==> src/rtl/dmux_pkg.sv <==
// rtl/dmux_pkg.sv - shared constants, lane encodings and state enum for the demux dispatch controller
package dmux_pkg;
  localparam int DATA_W = 4;
  localparam int SEL_W  = 2;
  localparam int LANES  = 4;

  localparam logic [SEL_W-1:0] LANE_A = 2'd0;
  localparam logic [SEL_W-1:0] LANE_B = 2'd1;
  localparam logic [SEL_W-1:0] LANE_C = 2'd2;
  localparam logic [SEL_W-1:0] LANE_D = 2'd3;

  typedef enum logic [1:0] {EMPTY, ACTIVE, FULL} state_e;
endpackage

==> src/rtl/dmux_fifo.sv <==
// rtl/dmux_fifo.sv - synchronous in-order FIFO with push/pop/full/empty/count
module dmux_fifo #(
  parameter int WIDTH = 6,
  parameter int DEPTH = 4
) (
  input  logic                     clk,
  input  logic                     rst,
  input  logic                     push,
  input  logic [WIDTH-1:0]         wdata,
  input  logic                     pop,
  output logic [WIDTH-1:0]         rdata,
  output logic                     full,
  output logic                     empty,
  output logic [$clog2(DEPTH):0]   count
);
  localparam int PTR_W = $clog2(DEPTH);
  localparam logic [PTR_W:0] FULL_CNT = (PTR_W+1)'(DEPTH);

  logic [WIDTH-1:0] r_mem [DEPTH];
  logic [PTR_W-1:0] r_wr_ptr;
  logic [PTR_W-1:0] r_rd_ptr;
  logic [PTR_W:0]   r_count;
  logic             w_push;
  logic             w_pop;

  assign full   = (r_count == FULL_CNT);
  assign empty  = (r_count == '0);
  assign count  = r_count;
  assign rdata  = r_mem[r_rd_ptr];
  assign w_push = push && !full;
  assign w_pop  = pop && !empty;

  // Storage is not reset; only the pointers and occupancy define valid contents.
  always_ff @(posedge clk) begin
    if (w_push) r_mem[r_wr_ptr] <= wdata;
  end

  always_ff @(posedge clk) begin
    if (rst) begin
      r_wr_ptr <= '0;
      r_rd_ptr <= '0;
      r_count  <= '0;
    end else begin
      if (w_push) r_wr_ptr <= r_wr_ptr + PTR_W'(1);
      if (w_pop)  r_rd_ptr <= r_rd_ptr + PTR_W'(1);
      case ({w_push, w_pop})
        2'b10:   r_count <= r_count + (PTR_W+1)'(1);
        2'b01:   r_count <= r_count - (PTR_W+1)'(1);
        default: r_count <= r_count;
      endcase
    end
  end
endmodule

==> src/rtl/dmux_dispatch_ctrl.sv <==
// rtl/dmux_dispatch_ctrl.sv - FIFO-buffered lane dispatcher feeding the 1x4 demux; optional DISPATCH_RR_EN round-robin lanes
import dmux_pkg::*;

module dmux_dispatch_ctrl #(
  parameter int DATA_W = dmux_pkg::DATA_W,
  parameter int DEPTH  = 4
) (
  input  logic                      clk,
  input  logic                      rst,
  input  logic                      in_valid,
  input  logic [DATA_W-1:0]         in_data,
  input  logic [SEL_W-1:0]          in_dest,
  output logic                      in_ready,
  input  logic [LANES-1:0]          lane_ready,
  output logic [DATA_W-1:0]         out_data,
  output logic [SEL_W-1:0]          sel,
  output logic [LANES-1:0]          out_valid,
  output logic [$clog2(DEPTH):0]    count
);
  localparam int CNT_W = $clog2(DEPTH) + 1;
`ifdef DISPATCH_RR_EN
  localparam int FIFO_W = DATA_W;
`else
  localparam int FIFO_W = DATA_W + SEL_W;
`endif

  state_e             r_state;
  logic [FIFO_W-1:0]  w_fifo_wdata;
  logic [FIFO_W-1:0]  w_fifo_rdata;
  logic               w_fifo_full;
  logic               w_fifo_empty;
  logic [CNT_W-1:0]   w_count;
  logic [CNT_W-1:0]   w_next_count;
  logic [DATA_W-1:0]  w_head_data;
  logic [SEL_W-1:0]   w_head_dest;
  logic               w_push;
  logic               w_issue;

`ifdef DISPATCH_RR_EN
  logic [SEL_W-1:0]   r_rr;

  assign w_fifo_wdata = in_data;
  assign w_head_data  = w_fifo_rdata;
  assign w_head_dest  = r_rr;

  always_ff @(posedge clk) begin
    if (rst)          r_rr <= '0;
    else if (w_issue) r_rr <= r_rr + SEL_W'(1);
  end
`else
  assign w_fifo_wdata = {in_dest, in_data};
  assign w_head_data  = w_fifo_rdata[DATA_W-1:0];
  assign w_head_dest  = w_fifo_rdata[DATA_W +: SEL_W];
`endif

  // in_ready reflects pre-edge state, so a pop at the full edge cannot admit a word the same cycle.
  assign in_ready = !rst && (r_state != FULL) && !w_fifo_full;
  assign w_push   = in_valid && in_ready;
  assign w_issue  = (r_state != EMPTY) && !w_fifo_empty && lane_ready[w_head_dest];
  assign count    = w_count;

  dmux_fifo #(.WIDTH(FIFO_W), .DEPTH(DEPTH)) u_fifo (
    .clk   (clk),
    .rst   (rst),
    .push  (w_push),
    .wdata (w_fifo_wdata),
    .pop   (w_issue),
    .rdata (w_fifo_rdata),
    .full  (w_fifo_full),
    .empty (w_fifo_empty),
    .count (w_count)
  );

  always_comb begin
    w_next_count = w_count;
    if (w_push && !w_issue)      w_next_count = w_count + CNT_W'(1);
    else if (w_issue && !w_push) w_next_count = w_count - CNT_W'(1);
  end

  always_ff @(posedge clk) begin
    if (rst) begin
      r_state <= EMPTY;
    end else if (w_next_count == '0) begin
      r_state <= EMPTY;
    end else if (w_next_count == CNT_W'(DEPTH)) begin
      r_state <= FULL;
    end else begin
      r_state <= ACTIVE;
    end
  end

  always_ff @(posedge clk) begin
    if (rst) begin
      out_data  <= '0;
      sel       <= '0;
      out_valid <= '0;
    end else if (w_issue) begin
      out_data  <= w_head_data;
      sel       <= w_head_dest;
      out_valid <= LANES'(1) << w_head_dest;
    end else begin
      out_valid <= '0;
    end
  end
endmodule

==> config.mk <==
export PLATFORM = sky130hd
export DESIGN_NAME = dmux_dispatch_ctrl
export DESIGN_NICKNAME = d
export VERILOG_FILES = /design/src/rtl/dmux_pkg.sv /design/src/rtl/dmux_fifo.sv /design/src/rtl/dmux_dispatch_ctrl.sv
export SDC_FILE = /design/constraint.sdc
export NUM_CORES = 1
export LEC_CHECK = 0
export ABC_CLOCK_PERIOD_IN_PS = 2400
export CORE_UTILIZATION = 30
export CTS_CLUSTER_DIAMETER = 50
export DETAILED_ROUTE_END_ITERATION = 10
export GPL_ROUTABILITY_DRIVEN = 1
export HOLD_SLACK_MARGIN = 0.15
export PLACE_DENSITY = 0.54
export SYNTH_ARGS = -nofsm -noshare
export SYNTH_HDL_FRONTEND = slang
export SYNTH_SLANG_ARGS = --single-unit
==> constraint.sdc <==
create_clock -name clk -period 2.4 [get_ports clk]
set_input_delay 0.36 -clock clk [delete_from_list [all_inputs] [get_ports clk]]
set_output_delay 0.36 -clock clk [all_outputs]
set_load 0.01 [all_outputs]
* Word level (Yosys, flattened, before mapping) *
Memory sizes are Yosys's and may differ from the RTL's. A register that Yosys moved wholly into a read port is not among the register bits.
Cells that the tools add are included.

word-level totals
  logic and storage cells = 50
  register bits after elaboration = 19
  memories kept = 1
  input port bits = 13
  bits in writable memories = 24
  output and inout port bits = 14

memories
  name          depth  width  rd ports  clocked after Yosys merged registers in  write ports  line             text
  u_fifo.r_mem  4      6      1         1                                        1            dmux_fifo.sv:19  logic [WIDTH-1:0] r_mem [DEPTH];

cells by class
  bitwise logic cells = 1
  reduce and logical (&&, ||, !) cells = 20
  shift-type cells = 1
  eq/ne operators = 5
  muxes and demuxes = 10
  order comparisons = 1
  add/sub/neg operators = 4

operators by type and width
  cell                                                                  number
  1-bit logical AND                                                     9
  3-bit == test, second input constant                                  2
  3-bit zero test                                                       2
  2-bit two-way mux                                                     3
  3-bit two-way mux                                                     2
  3-bit one-hot mux with 2 select lines                                 1
  1-bit zero test                                                       5
  2-bit by 1-bit adder with 2-bit output, second input constant         2
  2-bit nonzero test                                                    2
  2-bit OR reduction                                                    2
  1-bit by 2-bit left shift with 4-bit output, first input constant     1
  3-bit by 1-bit adder with 3-bit output, second input constant         1
  2-bit by 3-bit < comparator with 1-bit output, second input constant  1
  1-bit two-way mux                                                     3
  3-bit by 1-bit subtractor with 3-bit output, second input constant    1
  1-bit binary-select mux with 2-bit select                             1
  2-bit by 1-bit == test with 1-bit output, second input constant       1
  2-bit == test, second input constant                                  1
  2-bit inequality test, second input constant                          1
  1-bit NOT                                                             1

* Longest topological paths before layout *
  depth after elaboration = 10
  depth in mapped cells = 10
  depth with buffers taken out = 10

* Cells and area by module *
Synthesis repeated with hierarchy kept, for this count alone.

unflattened totals
  cell total of the unflattened synthesis = 147
  area, all modules = 1,923.1 µm²

by module, submodules not included
  module              cells an instance  sequential area each (µm²)  area an instance (µm²)  times used
  dmux_fifo           85                 900.9                       1,336.3                 1
  dmux_dispatch_ctrl  62                 240.2                       586.8                   1

* Least setup slack after synthesis *
OpenSTA, ideal clock, no wires.

  path type = reg2reg
  start point = reg (tool-made name)
  end point = reg u_fifo.r_count[2], in the netlist u_fifo.count[2]
  stages on the path, launching flop included = 9
  period minus slack after synthesis = 2,664 ps
  library setup time = 71 ps
  path buffers = 1
  arrival time = 2,593 ps
  path slack = -264 ps
  path through = dfxtp_1 > buf_6 > mux4_2 > mux2_2 > a22oi_4 > inv_4 > ha_1 > or3_1 > a21oi_1

RTL lines
  element               line             text
  to (signal assigned)  dmux_fifo.sv:47  2'b10: r_count <= r_count + (PTR_W+1)'(1);
  to (signal assigned)  dmux_fifo.sv:48  2'b01: r_count <= r_count - (PTR_W+1)'(1);
  to (signal assigned)  dmux_fifo.sv:49  default: r_count <= r_count;
  to (decl)             dmux_fifo.sv:22  logic [PTR_W:0] r_count;

==> impl_metrics.ini <==
[setup_path]
start_kind = flip-flop
critPathBufInv = 1
cp.arrival_ns = 2.55
critPathMaxStageDelay_ns = 0.57
path_cells = mux4_2 -> mux2_4 -> a22oi_4 -> inv_6 -> ha_4 -> or3_1 -> a21oi_1
critPathRequiredTime_ns = 2.63
slowest_stage = mux4_2
path_delay_family = multiplexers
crit_fanout = 5
crit_type = reg2reg
cp-end-kind = flip-flop

[global_routing]
grt_pass1_vias = 1127
antenna_found_initial = 0
grt.overflow.total = 0
grt_pass1_wl_mm = 5.54
track_usage_pct = 11.4
grt_max_degree = 21

[logic_synthesis]
synth_area_per_cell_um2 = 14.3
async_flop_share_pct = 0
synth.net_count = 158
ys_ff_latch = 45
synth_warnings = 0
synth_cells = 137
synth_most_common_cell = edfxtp_1
yosysTopAreaCellShare_pct = 36.9
ys_top_cells_by_count = edfxtp_1 (24), dfxtp_1 (21), nor2_1 (12), ha_1 (8)
synth_top_area_cell = edfxtp_1
synthTopCellsByArea = edfxtp_1 (37%), dfxtp_1 (22%), mux4_1 (5.4%)
synth_edf_count = 24
yosysSeqAreaShare_pct = 58.4
ys.flop_type = edfxtp_1
yosysUniqueCellTypes = 38
synth_area_um2 = 1950

[timing]
drv_slew = 0
setup_violations = 0
tightest_slew_ns = 0.349
grt_setup_unrepaired = yes
post-route-period-util_pct = 96.8
relSlewSlack_pct = 76.7
min_period_ns = 2.32
fin_worst_skew_ns = 0.00717
tns_ns = 0
setup_ws_ns = 0.0771
hold_viol = 0
whs_ns = 0.459
fmax_mhz = 431

[route]
met3WireLength_um = 82
first_pass_iters = 4
viasPerCell = 4.52
dr_wl_met2_mm = 1.87
wl_met1_mm = 1.49
highest_layer = met4
vias = 1143
drt_iter0_markers = 65
drc = 0
ant_nets = 0
wirelength_mm = 3.51
routedWlPerCell_um = 13.9

[power_and_ir_drop]
p_leak_nw = 0.878
peakVddDrop_v = 0.000238
powerDensity_nw_per_um2 = 737
total_power_mw = 1.84

[run_status]
status = completed

[die]
die_y_um = 82.7
coreArea_um2 = 6310
io-pin-count = 27
die-area_um2 = 6840
initial_utilization_pct = 31.0
std_cell_rows = 29
dieWidth_um = 82.7

[finish]
fin_area_um2 = 2490
instances_no_fill = 253
drive_gt1_share_pct = 18.8
nNetsFinal = 196
antennaDiodeCount = 0
post-route-util_pct = 39.5
syn2layout_area_growth_pct = 27.6

[clocking]
cts_tree = yes
cts_root_buffer = clkbuf_8
cts_buffers = 5
clkTransAtPathRegs_ns = 0.08
ctsHoldBuffers = 0
cts_buffer_depth = 2
htreeDepth = 2
clk_latency_ns = 0.29
cts.sinks = 45

[place]
place_area_um2 = 2360
post-dp-hpwl_mm = 2.60
globalplace.congestion = 0.767
placed_cells = 243
numPortBuffers = 26
pre_cts_ws_ns = 0.0353

[flow_run]
cap_violations = 0

[worst_hold_path]
hold_path_class = reg2reg
## tightest hold or removal path, stage by stage, from the launching register on
cell and delay, ns:
dfxtp_1 0.32, nand2_1 0.05, a21oi_1 0.05
## worst paths after layout
path / to / slack (ns) / start / cells after the start
setup / recovery: u_fifo.count[2]$_SDFFE_PP0P_ / 0.08 / flip-flop / 7
hold / removal: sel[1]$_SDFFE_PP0N_ / 0.46 / sel[1]$_SDFFE_PP0N_ / 2
hold reg to reg: sel[1]$_SDFFE_PP0N_ / 0.46 / sel[1]$_SDFFE_PP0N_ / 2
setup reg to reg: u_fifo.count[2]$_SDFFE_PP0P_ / 0.08 / flip-flop / 7
## placed cells by master, fill, tap and decap left out, types with 2 or more instances in the layout
| cell type | count |
|---|---|
| mux4_2 | 2 |
| clkdlybuf4s50_1 | 26 |
| a221oi_2 | 2 |
| mux4_1 | 4 |
| inv_1 | 7 |
| nor4b_1 | 2 |
| a21oi_1 | 5 |
| edfxtp_1 | 24 |
| xnor2_1 | 2 |
| nor2_1 | 12 |
| mux2i_1 | 7 |
| ha_1 | 7 |
| xor2_1 | 3 |
| dfxtp_1 | 20 |
| and3_1 | 2 |
| clkbuf_8 | 5 |
| and2_1 | 5 |
| or3_1 | 3 |
| buf_4 | 9 |
| nand2_1 | 4 |
## report_power, final
group | total, mW | internal (mW) | switching, mW
clock | 0.567 | 0.313 | 0.255
combinational | 0.392 | 0.202 | 0.190
sequential | 0.879 | 0.854 | 0.0251
total | 1.84 | 1.37 | 0.470
## what timing repair did
item                       4_1_cts  5_1_grt
setup buffers                    0        2
setup endpoints to repair        0        2
gates resized for setup          0        2
hold endpoints to repair         0        0
## flip-flops by register name, indices dropped and copies added (netlist names), named ones only
name,count
u_fifo.count,3
u_fifo.r_rd_ptr,2
u_fifo.r_wr_ptr,2
out_valid,4
u_fifo.r_mem,24
sel,2
r_state,2
out_data,4
## area by class of cell
type / instances / area [um2]
sequential: 45 / 1140
fill: 604 / 3820
inverter: 8 / 35.0
multi-input combinational: 79 / 769
clock buffer: 6 / 72.6
clock inverter: 2 / 38.8
timing repair buffer: 36 / 339
tap: 77 / 96.3
## kinds of logic (layout without fill, tap and decap cells)
kind of cell | count (synthesis) | after routing | synth area share, %
adder cells (fa/ha/maj) | 8 | 8 | 5.12
AND/OR/NAND/NOR | 36 | 36 | 10.3
AO/OA/AOI/OAI | 13 | 13 | 6.21
multiplexers | 15 | 15 | 12.4
flip-flops | 45 | 45 | 58.4
XOR/XNOR | 7 | 7 | 4.48
buffers and inverters | 13 | 52 | 3.07
## per-layer routing
| metal | vias up | GRT usage (%) |
|---|---|---|
| met5 | - | 0 |
| met4 | 0 | 5.17 |
| met3 | 4 | 2.42 |
| met2 | 18 | 20.2 |
| met1 | 548 | 13.2 |
| li1 | 573 | - |
Note: power is estimated with default switching activity, not from simulation.
